`config.mk`:
```
export PLATFORM = sky130hd
export DESIGN_NAME = input_debounce
export DESIGN_NICKNAME = d
export VERILOG_FILES = /design/src/rtl/input_debounce.sv
export SDC_FILE = /design/constraint.sdc
export NUM_CORES = 1
export LEC_CHECK = 0
export CAP_MARGIN = 30
export CORE_MARGIN = 4
export CORE_UTILIZATION = 50
export DETAILED_ROUTE_END_ITERATION = 10
export GPL_TIMING_DRIVEN = 0
export PLACE_DENSITY = 0.69
export SKIP_LAST_GASP = 1
export SYNTH_ARGS = -nofsm -noshare
export SYNTH_HDL_FRONTEND = slang
export SYNTH_SLANG_ARGS = --single-unit
```
`constraint.sdc`:
```
create_clock -name clk -period 1.89 [get_ports clk]
set_input_delay 0.567 -clock clk [delete_from_list [all_inputs] [get_ports clk]]
set_output_delay 0.567 -clock clk [all_outputs]
set_load 0.01 [all_outputs]
```
`src/rtl/input_debounce.sv`:
```
// Two-flop synchroniser plus per-channel stability counter for 5 buttons and 16 switches.
// Buttons also get a registered one-cycle pulse on each accepted 0->1 transition.
//
// Per-channel state (derived from sync2 vs stable, never stored):
//   state    | meaning
//   IDLE     | sync2 == stable, counter held at 0
//   COUNTING | sync2 != stable, counter advancing toward DEBOUNCE_CYCLES-1

module input_debounce #(
  parameter int DEBOUNCE_CYCLES = 1000000,
  parameter int CNT_W           = 20
) (
  input  logic        clk,
  input  logic        rst,
  input  logic [4:0]  in_butten_raw,
  input  logic [15:0] in_swi_raw,
  output logic [4:0]  out_butten,
  output logic [15:0] out_swi,
  output logic [4:0]  out_butten_press
);

  localparam int N_BTN = 5;
  localparam int N_SW  = 16;
  localparam int N_CH  = N_BTN + N_SW;
  localparam logic [CNT_W-1:0] CNT_LAST = CNT_W'(DEBOUNCE_CYCLES - 1);

  // Buttons occupy the low channel indices, switches the high ones.
  logic [N_CH-1:0]  raw_all;
  logic [N_CH-1:0]  sync1;
  logic [N_CH-1:0]  sync2;
  logic [N_CH-1:0]  stable;
  logic [N_CH-1:0]  stable_nxt;
  logic [N_CH-1:0]  counting;
  logic [CNT_W-1:0] cnt     [N_CH];
  logic [CNT_W-1:0] cnt_nxt [N_CH];
  logic [N_BTN-1:0] press_q;
  logic [N_BTN-1:0] press_nxt;

  assign raw_all  = {in_swi_raw, in_butten_raw};
  assign counting = sync2 ^ stable;

  always_ff @(posedge clk) begin
    if (rst) begin
      sync1   <= '0;
      sync2   <= '0;
      stable  <= '0;
      press_q <= '0;
      for (int i = 0; i < N_CH; i++) begin
        cnt[i] <= '0;
      end
    end else begin
      sync1   <= raw_all;
      sync2   <= sync1;
      stable  <= stable_nxt;
      press_q <= press_nxt;
      for (int i = 0; i < N_CH; i++) begin
        cnt[i] <= cnt_nxt[i];
      end
    end
  end

  // A match aborts the count; a full run of mismatches accepts the new level.
  always_comb begin
    stable_nxt = stable;
    for (int i = 0; i < N_CH; i++) begin
      cnt_nxt[i] = '0;
      if (counting[i]) begin
        if (cnt[i] == CNT_LAST) begin
          stable_nxt[i] = sync2[i];
        end else begin
          cnt_nxt[i] = cnt[i] + CNT_W'(1);
        end
      end
    end
    press_nxt = stable_nxt[N_BTN-1:0] & ~stable[N_BTN-1:0];
  end

  always_comb begin
    out_butten       = stable[N_BTN-1:0];
    out_swi          = stable[N_CH-1:N_BTN];
    out_butten_press = press_q;
  end

endmodule

```
**Yosys cells after proc, flatten, opt, wreduce, memory -nomap -nowiden**

Memory sizes are Yosys's and may differ from the RTL's.
Cells that the tools add are included.

- Memories kept: 1
- Output and inout bits: 26
- Memory bits (writable): 420
- Flip-flop bits (word level): 68

- Bitwise logic cells: 24
- Equal/unequal tests: 21
- Muxes and demuxes: 76
- Add/subtract/negate cells: 21
- Reductions and logical operators: 16

Memories:

| name | words | width | read ports | clocked after memory_dff | write ports | RTL line | source |
|---|---|---|---|---|---|---|---|
| cnt | 21 | 20 | 21 | 0 | 21 | 34 | `logic [CNT_W-1:0] cnt [N_CH];` |

Operator list:

| kind | count |
|---|---|
| $mux 20 | 63 |
| $add 20x1->20 const B | 21 |
| $eq 20x20->1 const B | 21 |
| $reduce_and 2->1 | 16 |
| $or 1x1->1 | 21 |
| $xor 21x21->21 | 1 |
| $mux 1 | 13 |
| $and 5x5->5 | 1 |
| $not 5->5 | 1 |

**Longest topological paths before layout**

Gate-level depths: netlist of run 1.

- Word-level depth: 4
- Depth in mapped cells: 7
- Depth with buffers taken out: 5

**Least setup slack after synthesis of run 1**

OpenSTA, ideal clock, no wires.

- Path type: register to register
- Start: mem cnt[16][0], in the netlist cnt[2][0]
- End: mem cnt[16][18], in the netlist cnt[2][18]
- Data arrival time: 1.895 ns
- Data required time: 1.817 ns
- Setup time: 0.073 ns
- Buffers on the path: 1
- Period minus slack after synthesis: 1.968 ns
- Setup slack: -0.078 ns
- Stages on the path, launching flop included: 7
- Path through: dfxtp_1 ha_1 nand2_1 or4_1 clkbuf_1 or4_1 a21oi_1

RTL lines:

| item | RTL line |
|---|---|
| from (decl) | 34 |

==> results of run 1 <==
==> worst max-delay path: cells and delay by family, from the launching register on <==
| kind | cells | cell delay, ns |
|---|---|---|
| buffers and inverters | 1 | 0.18 |
| AND/OR/NAND/NOR | 3 | 1.15 |
| AO/OA/AOI/OAI | 1 | 0.27 |
| flip-flops | 1 | 0.32 |
==> state kept, by name (all words and copies together) (netlist names) <==
signal	cells
stable	21
cnt	420
out_butten_press	5
sync2	21
sync1	21
==> per-layer routing <==
layer / track usage / part of all wire / vias up
met5: 0 / 0 / -
met4: 0.0640 / 0.029 / 0
met3: 0.0359 / 0.039 / 86
met2: 0.329 / 0.48 / 279
met1: 0.244 / 0.45 / 8552
li1: - / - / 9027
==> final timing paths <==
| check | start | endpoint | slack [ns] | cells after the start |
|---|---|---|---|---|
| max | cnt[1][132] | cnt[1][132] | -0.13 | 5 |
| min | cnt[2][60] | cnt[2][60] | 0.43 | 1 |
| max reg2reg | cnt[1][132] | cnt[1][132] | -0.13 | 5 |
| min reg2reg | cnt[2][60] | cnt[2][60] | 0.43 | 1 |
==> cell families (layout without fill, tap and decap cells) <==
kind of cell / after synthesis / count (layout) / share of synthesized area
other: 0 / 1 / 0
flip-flops: 488 / 488 / 0.458
buffers and inverters: 174 / 394 / 0.0338
XOR/XNOR: 265 / 265 / 0.109
multiplexers: 1 / 1 / 0.000470
AND/OR/NAND/NOR: 1168 / 1168 / 0.297
adder cells (fa/ha/maj): 21 / 21 / 0.0123
AO/OA/AOI/OAI: 326 / 326 / 0.0888
==> power groups by stage <==
stage | Clock [mW] | Sequential, mW | Combinational, mW
6_report | 10.5 | 10.3 | 0.387
4_1_cts | 10.8 | 10.4 | 0.358
2_1_floorplan | 0 | 10.6 | 0.165
3_5_place_dp | 0 | 10.6 | 0.313
3_3_place_gp | 0 | 10.6 | 0.302
5_1_grt | 11.3 | 10.3 | 0.416
==> layout make-up <==
| type | count | area, um^2 |
|---|---|---|
| clock buffers | 80 | 1620 |
| clock inverters | 12 | 185 |
| flip-flops and latches | 488 | 9960 |
| plain buffers | 59 | 397 |
| repair buffers | 147 | 1260 |
| inverters | 96 | 360 |
| diodes | 1 | 2.50 |
| multi-input cells | 1781 | 11700 |
| well taps | 539 | 674 |
| fillers | 3515 | 15800 |
==> cell usage after synthesis, types with 21 or more instances <==
cell type	count	area share
dfxtp_1	488	0.46
nor2_1	317	0.056
xnor2_1	181	0.074
nand3_1	160	0.038
a21oi_1	147	0.035
nand2_1	115	0.020
inv_1	96	0.017
or3_1	96	0.028
o21ai_0	93	0.022
xor2_1	84	0.035
nand4_1	77	0.023
or4_1	73	0.026
nor4_1	65	0.019
clkbuf_1	57	0.010
nor3_1	56	0.013
o31ai_1	52	0.018
nor2b_1	43	0.013
and3_1	33	0.0097
nor4b_1	27	0.011
ha_1	21	0.012
==> timing repair <==
action | CTS | global route
resized for setup | 242 | 211
gates cloned | 5 | 4
buffers inserted | 39 | 50
setup endpoints to repair | 486 | 309
pin swaps | 55 | 57
==> impl_metrics.toml, run 1 <==
[worst_hold_path]
worstHoldPathType = "reg2reg"

[synthesis]
synth_edf_count = 0
ys_seq_elements = 488
avgSynthCellArea_um2 = 8.72
synth_nets = 2487
syn_area_um2 = 21300
yosysWarnings = 0
yosysSeqAreaShare = 0.458
ys_types = 59
postSynthCellCount = 2443
synthFlopType = "dfxtp_1"
synthArstFlopShare = 0

[die]
die_x_um = 214
core-area_um2 = 42000
die-area_um2 = 46000
die_y_um = 214
ios = 49
rows = 75
start_util = 0.507

[cells_and_area]
area_delta_synth_final_pct = 22.9
nNetsFinal = 2668
final_common_cell = "dfxtp_1"
layout_common_cells = "dfxtp_1 (387), nor2_1 (259), xnor2_1 (181)"
final_util = 0.623
drive_gt1_frac = 0.208
instances_no_fill = 3203
final_area_um2 = 26200

[critical_path]
path_cells = "or4b_4 -> or4_4 -> o21ai_4 -> buf_6 -> nor2_1"
cp_slowest_cell = "or4_4"
crit_type = "reg2reg"
end_kind = "flip-flop"
crit_path_start_kind = "flip-flop"
required_ns = 2.35
cpPeakStageDelay_ns = 0.59
cp_max_fo = 6
crit_arrival_ns = 2.48

[sta]
timing.hold.ws_ns = 0.428
drv_slew = 0
fin_crit_ns = 2.02
hold_viol = 0
maxSlewHeadroom = 0.591
clock_skew_ns = 0.0104
rsz0062_at_grt = "true"
setup_tns_ns = -5.93
final.period_utilization = 1.07
setup_viol = 95
fmax_mhz = 495
tightest_slew_ns = 0.610
layout_setup_ws_ns = -0.132

[power]
intPower_mw = 17.0
power.density_nw_per_um2 = 812
p_leak_nw = 7.79
swShare = 0.201
ir_drop_uv = 644
power.share.sequential = 0.486
p_total_mw = 21.3
switching_power_mw = 4.29
comb_power_share = 0.018
p_clk_frac = 0.496

[clocking]
tritoncts = "yes"
cts.reportedPaths.clkPinSlew_ns = 0.06
clockBufferDepth = 3
cts_htree_levels = 2
cts_buffers = 51
postCtsHoldBufs = 0
cts_root_buf = "clkbuf_16"
clk_latency_ns = 0.58
cts.sinks = 488

[route]
ant_nets = 0
drc = 0
wire_per_inst_um = 14.8
wirelength_um = 47300
via_per_inst = 5.60
drtIter0Drc = 892
vias = 17944
dr.pass1.iters = 5

[placed_design]
place.gp.congestion = 0.818
dp_cells = 3031
placed_area_um2 = 22500
dp_hpwl_um = 30400
portBuffers = 47
pre_cts_ws_ns = -1.30

[global_route]
grt_use_total = 0.192
grt_max_degree = 14
grt_antenna_before_repair = 0
grt_pass1_wl_um = 77400
grt_pass1_vias = 16754
overflow = 0

[status]
violations = "negative setup slack"
status = "finished, violations left"

[job]
max-cap-violations = 0
Note: power is estimated with default switching activity, not from simulation.
==> run 2: changes to the inputs <==
CTS_BUF_LIST = sky130_fd_sc_hd__clkbuf_4   (was default)
==> run 2 against run 1 <==
  * The flow still finishes with violations (negative setup slack)
  * Wire length up 1.4%
  * Utilization down 0.27 points
  * Global-route usage up 0.72 points
  * Clock power down 14%
  * Combinational power down 2%
  * Clock skew up 0.023 ns
  * Register-to-register slack about the same
  * Non-clock buffer count up 17
  * Largest cell class unchanged
==> impl_metrics.toml, run 2 (synthesis results as in run 1) <==
[sta]
final.period_utilization = 1.07
fin_crit_ns = 2.03
layout_setup_ws_ns = -0.140
fmax_mhz = 493
drv_slew = 0
clock_skew_ns = 0.0330
rsz0062_at_grt = "true"
hold_viol = 0
setup_viol = 100
tightest_slew_ns = 0.712
maxSlewHeadroom = 0.525
timing.hold.ws_ns = 0.316

[cells_and_area]
regMostFlops = "cnt"
area_delta_synth_final_pct = 22.4
fillers = 3588
final_area_um2 = 26100
seq_area_um2 = 9980
final_common_cell = "dfxtp_1"
nNetsFinal = 2768
largest_reg_flops = 420
drive_gt1_frac = 0.255
multi_input_area_um2 = 11600
layout_common_cells = "dfxtp_1 (366), nor2_1 (268), clkbuf_4 (201)"

[critical_path]
crit_arrival_ns = 2.70
crit_type = "reg2reg"
required_ns = 2.56
critPathBufInv = 1
cp_top_family = "simple AND/OR/NAND/NOR gates"
cp_num_cells = 5
reg2reg_depth = 5
crit_path_start_kind = "flip-flop"
cp_max_fo = 6
path_cells = "or4b_4 -> or4_4 -> o21ai_4 -> buf_6 -> nor2_1"
cp_slowest_cell = "or4_4"
end_kind = "flip-flop"
cpPeakStageDelay_ns = 0.59

[clocking]
tritoncts = "yes"
clk_latency_ns = 0.80
cts.sinks = 488
postCtsHoldBufs = 0
cts_buffers = 134
cts_root_buf = "clkbuf_4"
clockBufferDepth = 3
cts_htree_levels = 4
cts.reportedPaths.clkPinSlew_ns = 0.06

[worst_hold_path]
hold_depth = 2
worstHoldPathType = "in2reg"

[die]
die_y_um = 214
ios = 49
rows = 75
start_util = 0.507
core-area_um2 = 42000
die_x_um = 214
die-area_um2 = 46000

[route]
wirelength_um = 48000
drtIter0Drc = 791
drc = 0
wire_per_inst_um = 14.3
dr.pass1.iters = 5
vias = 18501
ant_nets = 0
via_per_inst = 5.52

[placed_design]
placed_area_um2 = 22500
place.gp.congestion = 0.818
portBuffers = 47
dp_hpwl_um = 30400

[global_route]
grt_pass1_vias = 17684
grt_antenna_before_repair = 1
overflow = 0
grt_max_degree = 20
grt_pass1_wl_um = 79800
grt_use_total = 0.199

[power]
ir_drop_uv = 425
p_leak_nw = 7.92
power.density_nw_per_um2 = 755

[job]
max-cap-violations = 0

[status]
status = "finished, violations left"
violations = "negative setup slack"
run 2: cell count changes in the layout (fill, tap and decap cells not counted), moves of 20 or more:
cell	previous run	this run
clkinv_1	0	21
clkbuf_4	1	201
clkbuf_16	53	0
dfxtp_2	77	97
dfxtp_1	387	366
dlygate4sd2_1	21	0
buf_6	27	51
run 2: path summary, 6_finish.rpt:
check | end | slack, ns | start
max | cnt[1][132] | -0.14 | cnt[1][132]
min | sync1[11] | 0.32 | in_swi_raw[6]
max reg2reg | cnt[1][132] | -0.14 | cnt[1][132]
min reg2reg | cnt[2][60] | 0.43 | cnt[2][60]
run 2: final cells by class:
cell class                 count  share of cell area
antenna                        1           0.0000959
sequential                   488               0.383
clock inverter                27             0.00403
clock buffer                 198              0.0570
tap                          539              0.0259
timing repair buffer         164              0.0551
multi-input combinational   1781               0.446
buffer                        59              0.0154
inverter                      96              0.0138
run 2: power breakdown:
part | switching, mW | total (mW) | internal, mW
clock network | 4.23 | 8.98 | 4.75
logic | 0.218 | 0.379 | 0.162
registers | 0.0341 | 10.3 | 10.3
total | 4.48 | 19.7 | 15.2
run 2: repair_timing:
action / CTS / global route
resized for setup: 362 / 176
cloned: 6 / 0
setup buffers: 64 / 45
pin swaps: 63 / 44
endpoints found under the setup margin: 425 / 330
run 2: layer usage:
metal  part of all wire  global-route usage
met2               0.49               0.340
met3              0.042              0.0486
met1               0.44               0.240
met5                  0                   0
met4              0.025              0.0819
run 2: per-stage QoR:
stage	TNS, ns	total power, mW	setup slack [ns]	cells	utilization
floorplan	-1.39	10.8	-0.0627	2443	-
global placement	-510.48	10.9	-1.70	3029	0.535
detailed placement	-316.67	10.9	-1.30	3031	0.536
CTS	-7.81	20.0	-0.230	3314	0.601
global route	-12.97	20.6	-0.193	3353	0.620
finish	-6.98	19.7	-0.140	3353	0.620
run 2: worst register-to-register path, stage by stage (launching register included):
cell and delay (ns):
dfxtp_2 0.32, or4b_4 0.52, or4_4 0.59, o21ai_4 0.27
buf_6 0.18, nor2_1 0.04
==> run 3: changes to the inputs <==
CAP_MARGIN = default   (was 30)
CTS_CLUSTER_DIAMETER = 50   (was default)
==> run 3 against run 2 <==
  * The run still ends with negative setup slack left
  * Non-clock buffer count rose by 7
  * First-iteration DRC count increased by 18%
  * Die area unchanged
  * Clock-buffer cell count shrank 8
  * Global-route usage is 0.56 points higher
  * Design area increased by 0.39%
  * Critical path type unchanged
  * Critical endpoint is now cnt[1][86]
  * Largest cell class unchanged
==> impl_metrics.toml, run 3 (synthesis results as in run 1) <==
[status]
status = "finished, violations left"
violations = "negative setup slack"

[critical_path]
cp_slowest_cell = "or4b_4"
crit_arrival_ns = 2.83
required_ns = 2.67
crit_type = "reg2reg"
cpPeakStageDelay_ns = 0.57
crit_path_start = "cnt[1][90]"
rrSetupSlack_ns = -0.16
cp_top_family = "simple AND/OR/NAND/NOR gates"
critPathBufInv = 2
r2r_start = "cnt[1][90]"
cp-endpoint = "cnt[1][86]"
cp_max_fo = 5
path_cells = "or4b_4 -> or4b_4 -> o21ai_4 -> buf_6 -> buf_6 -> nor2_2"
cp_num_cells = 6
end_kind = "flip-flop"
reg2reg_depth = 6
reg2reg_to = "cnt[1][86]"
crit_path_start_kind = "flip-flop"

[die]
die_x_um = 214
die_y_um = 214
start_util = 0.507
core-area_um2 = 42000
ios = 49
rows = 75
die-area_um2 = 46000

[cells_and_area]
layout_common_cells = "dfxtp_1 (361), nor2_1 (264), clkbuf_4 (193)"
drive_gt1_frac = 0.258
final_common_cell = "dfxtp_1"
fillers = 3550
area_delta_synth_final_pct = 22.9
instances_no_fill = 3363
nNetsFinal = 2773
regMostFlops = "cnt"
largest_reg_flops = 420

[placed_design]
place.gp.congestion = 0.818
portBuffers = 47
dp_cells = 3029
dp_hpwl_um = 30200
pre_cts_ws_ns = -1.71

[clocking]
cts_root_buf = "clkbuf_4"
cts_buffers = 132
clk_latency_ns = 0.91
cts.reportedPaths.clkPinSlew_ns = 0.07
tritoncts = "yes"
cts_htree_levels = 4
cts.sinks = 488
clockBufferDepth = 3
postCtsHoldBufs = 0

[worst_hold_path]
worstHoldPathType = "in2reg"

[sta]
final.period_utilization = 1.09
drv_slew = 0
setup_tns_ns = -11.02
timing.hold.ws_ns = 0.212
maxSlewHeadroom = 0.364
fmax_mhz = 487
setup_viol = 141
hold_viol = 0
clock_skew_ns = 0.0342
fin_crit_ns = 2.05
layout_setup_ws_ns = -0.164
tightest_slew_ns = 0.955
rsz0062_at_grt = "true"

[global_route]
met2_usage = 0.344
gr-usage-met1 = 0.245
overflow = 0
grt_max_degree = 20
grt_use_total = 0.204
grt_pass1_wl_um = 81100
met3_usage = 0.0558
grt_antenna_before_repair = 3
top_usage_layer = "met2"
grt_pass1_vias = 17909

[job]
max-cap-violations = 0

[route]
drtIter0Drc = 937
wirelength_um = 48800
via_per_inst = 5.53
wire_per_inst_um = 14.5
drc = 0
ant_nets = 0
dr.pass1.iters = 7
vias = 18609

[power]
p_total_mw = 19.6
power.density_nw_per_um2 = 748
ir_drop_uv = 442
p_leak_nw = 7.94
==> run 3: cell types whose count changed in the layout (fill, tap and decap cells not counted), moves of 3 or more <==
cell	change
clkbuf_4	-8
buf_6	+7
clkinv_1	+7
buf_4	+6
nor2_4	+6
dfxtp_1	-5
a21oi_1	-4
a21oi_2	+4
diode_2	+4
nor2_1	-4
clkbuf_2	-3
dfxtp_2	+3
ha_2	-3
==> run 3: worst min path at each step <==
stage / cells after the start / slack [ns] / from / endpoint
after floorplan: 1 / 0.41 / cnt[0][120] / cnt[0][120]
after global routing: 2 / 0.11 / in_swi_raw[2] / sync1[7]
after CTS: 2 / 0.09 / in_swi_raw[4] / sync1[9]
after global placement: 1 / 0.42 / sync1[19] / sync2[19]
final: 2 / 0.21 / in_swi_raw[4] / sync1[9]
after detailed placement: 1 / 0.43 / sync1[4] / sync2[4]
==> run 3: routing by layer <==
| layer | share of wire | up-vias |
|---|---|---|
| li1 | - | 9332 |
| met1 | 0.44 | 8831 |
| met2 | 0.48 | 344 |
| met3 | 0.045 | 102 |
| met4 | 0.031 | 0 |
| met5 | 0 | - |
==> run 3: final cells by class <==
cell class / count / area (um^2) / area share
Antenna cell: 5 / 12.5 / 0.000478
Buffer: 58 / 378 / 0.0144
Sequential cell: 488 / 10000 / 0.382
Clock inverter: 34 / 133 / 0.00507
Multi-Input combinational cell: 1781 / 11700 / 0.447
Timing Repair Buffer: 172 / 1510 / 0.0576
Tap cell: 539 / 674 / 0.0258
Inverter: 96 / 360 / 0.0138
Clock buffer: 190 / 1430 / 0.0545
==> run 3: where the power goes <==
group / switching (mW) / internal [mW]
clock network: 4.28 / 4.59
registers: 0.0358 / 10.3
logic: 0.218 / 0.158
==> run 3: metrics by stage <==
step / util / area, um^2
after floorplan: - / 21400
after global placement: 0.535 / 22500
after detailed placement: 0.535 / 22500
after CTS: 0.600 / 25200
after global routing: 0.623 / 26200
final: 0.623 / 26200
==> run 3: timing repair <==
| item | in CTS | in global routing |
|---|---|---|
| cloned | 6 | 3 |
| setup endpoints to repair | 471 | 343 |
| hold endpoints to repair | 0 | 0 |
| pin swaps | 54 | 51 |
| setup buffers | 63 | 55 |
| resized for setup | 363 | 205 |
==> RTL change: new RTL, config.mk and constraints of run 3 <==
The parameter `CNT_W` goes from 20 to 28.
--- a/src/rtl/input_debounce.sv
+++ b/src/rtl/input_debounce.sv
@@ -9,5 +9,5 @@
 module input_debounce #(
   parameter int DEBOUNCE_CYCLES = 1000000,
-  parameter int CNT_W           = 20
+  parameter int CNT_W           = 28
 ) (
   input  logic        clk,
Check against the original RTL: no difference found for any inputs over 4 cycles, from zero or initial values and one cycle with rst high; that may be too few to reach the edited logic, so the function may still have changed.
==> RTL change against run 3 <==
The run still ends with setup timing left. Routed wire length grew 22%. Total power grew 35%. Final area grew 31%. Sequential cell count grew 168. Synthesized area grew 33%. Clock skew grew 0.0084 ns. Global-route usage shrank 1.3 points. Sequential power grew 35%. Worst hold slack lost 0.049 ns. Count of clock-buffer cells in the layout grew 44. Worst setup slack lost 0.097 ns. Combinational power grew 9.0%. First-iteration DRC count grew 2.6%. Critical endpoint is now cnt[1][107]$_SDFF_PP0_. Highest routed layer unchanged.
==> RTL change: results (changes against run 3) <==
metric,value,unit,change
status,"complete, but fails checks",,
failing checks,setup timing,,
library cells used by synthesis,40,,-32%
fraction of area in multi-input gates,45.8,%,+1.1 points
"slowest stage delay, CP",0.52,ns,-0.05 ns
# nets final,3618,,+30%
met1 wire length,28800,microns,+34%
met2 WL post-DR,26700,microns,+13%
fraction of layout cells with a size suffix above 1,18.2,%,-7.5 points
CTS Hold Buffers Added,1,,+1
sequential cell power,13900,uW,+35%
"Setup violations, final",72,,-49%
Mapped Nets,3302,,+33%
worst r2r src,cnt[1][106]$_SDFF_PP0_,,
number of global-route vias before repair,21500,,+20%
Tot GR Track Use,19.1,%,-1.3 points
Setup WS post-layout,-0.260,ns,-0.0967 ns
Skew-Pair Late Insertion Delay,0.97,ns,+0.06 ns
n_diodes,6,,+1
non-clk buf share,6.02,%,-1.2 points
drt via density,5.16,,-6.8%
Filler Cell Count,4857,,+37%
max reg flops,588,,+40%
RePlAce Congestion,0.822,,+0.49%
drt first-iter violations,961,,+2.6%
first-pass GRT wire length,98800,microns,+22%
drt wl/cell,13.3,microns,-8.1%
Inverters,50,,-48%
met3 WL,2150,microns,-2.2%
Slew @ Worst Pin,1.11,ns,+0.156 ns
buffers outside the clock class,242,,+5.2%
post-detail-place hpwl,37100,microns,+23%
Layout Skew,0.0426,ns,+0.00841 ns
Seq area share,38.6,%,+0.44 points
beginning of the worst hold path,in_butten_raw[4],,
==> RTL change: critical path: cells and delay by family (launching register included) <==
kind / cells / cell delay (ns)
and+or+nand+nor: 5 / 1.47
DFF: 1 / 0.32
buffers and inverters: 2 / 0.25
==> RTL change: logic make-up (layout without fill, tap and decap cells) <==
kind of cell    Yosys count  in the layout  share of synthesized area [%]
simple gates           1843           1843                           32.2
flops                   656            656                           46.4
xor+xnor                564            564                           17.4
buf+inv                 147            590                           2.23
fa+ha+maj                21             21                          0.928
mux                      21             21                          0.742
compound gates            6              6                          0.115
other cells               0              6                              0
==> RTL change: through the flow <==
step	instance area, sq um	total power, uW	cells	worst slack, ns	hold WS, ns
2_1_floorplan	28400	14400	3258	-0.156	0.414
3_3_place_gp	29800	14600	4053	-2.17	0.419
3_5_place_dp	29800	14600	4053	-2.14	0.422
4_1_cts	33200	26900	4393	-0.258	0.0149
5_1_grt	34300	27600	4452	-0.340	0.0699
6_report	34300	26400	4455	-0.260	0.163
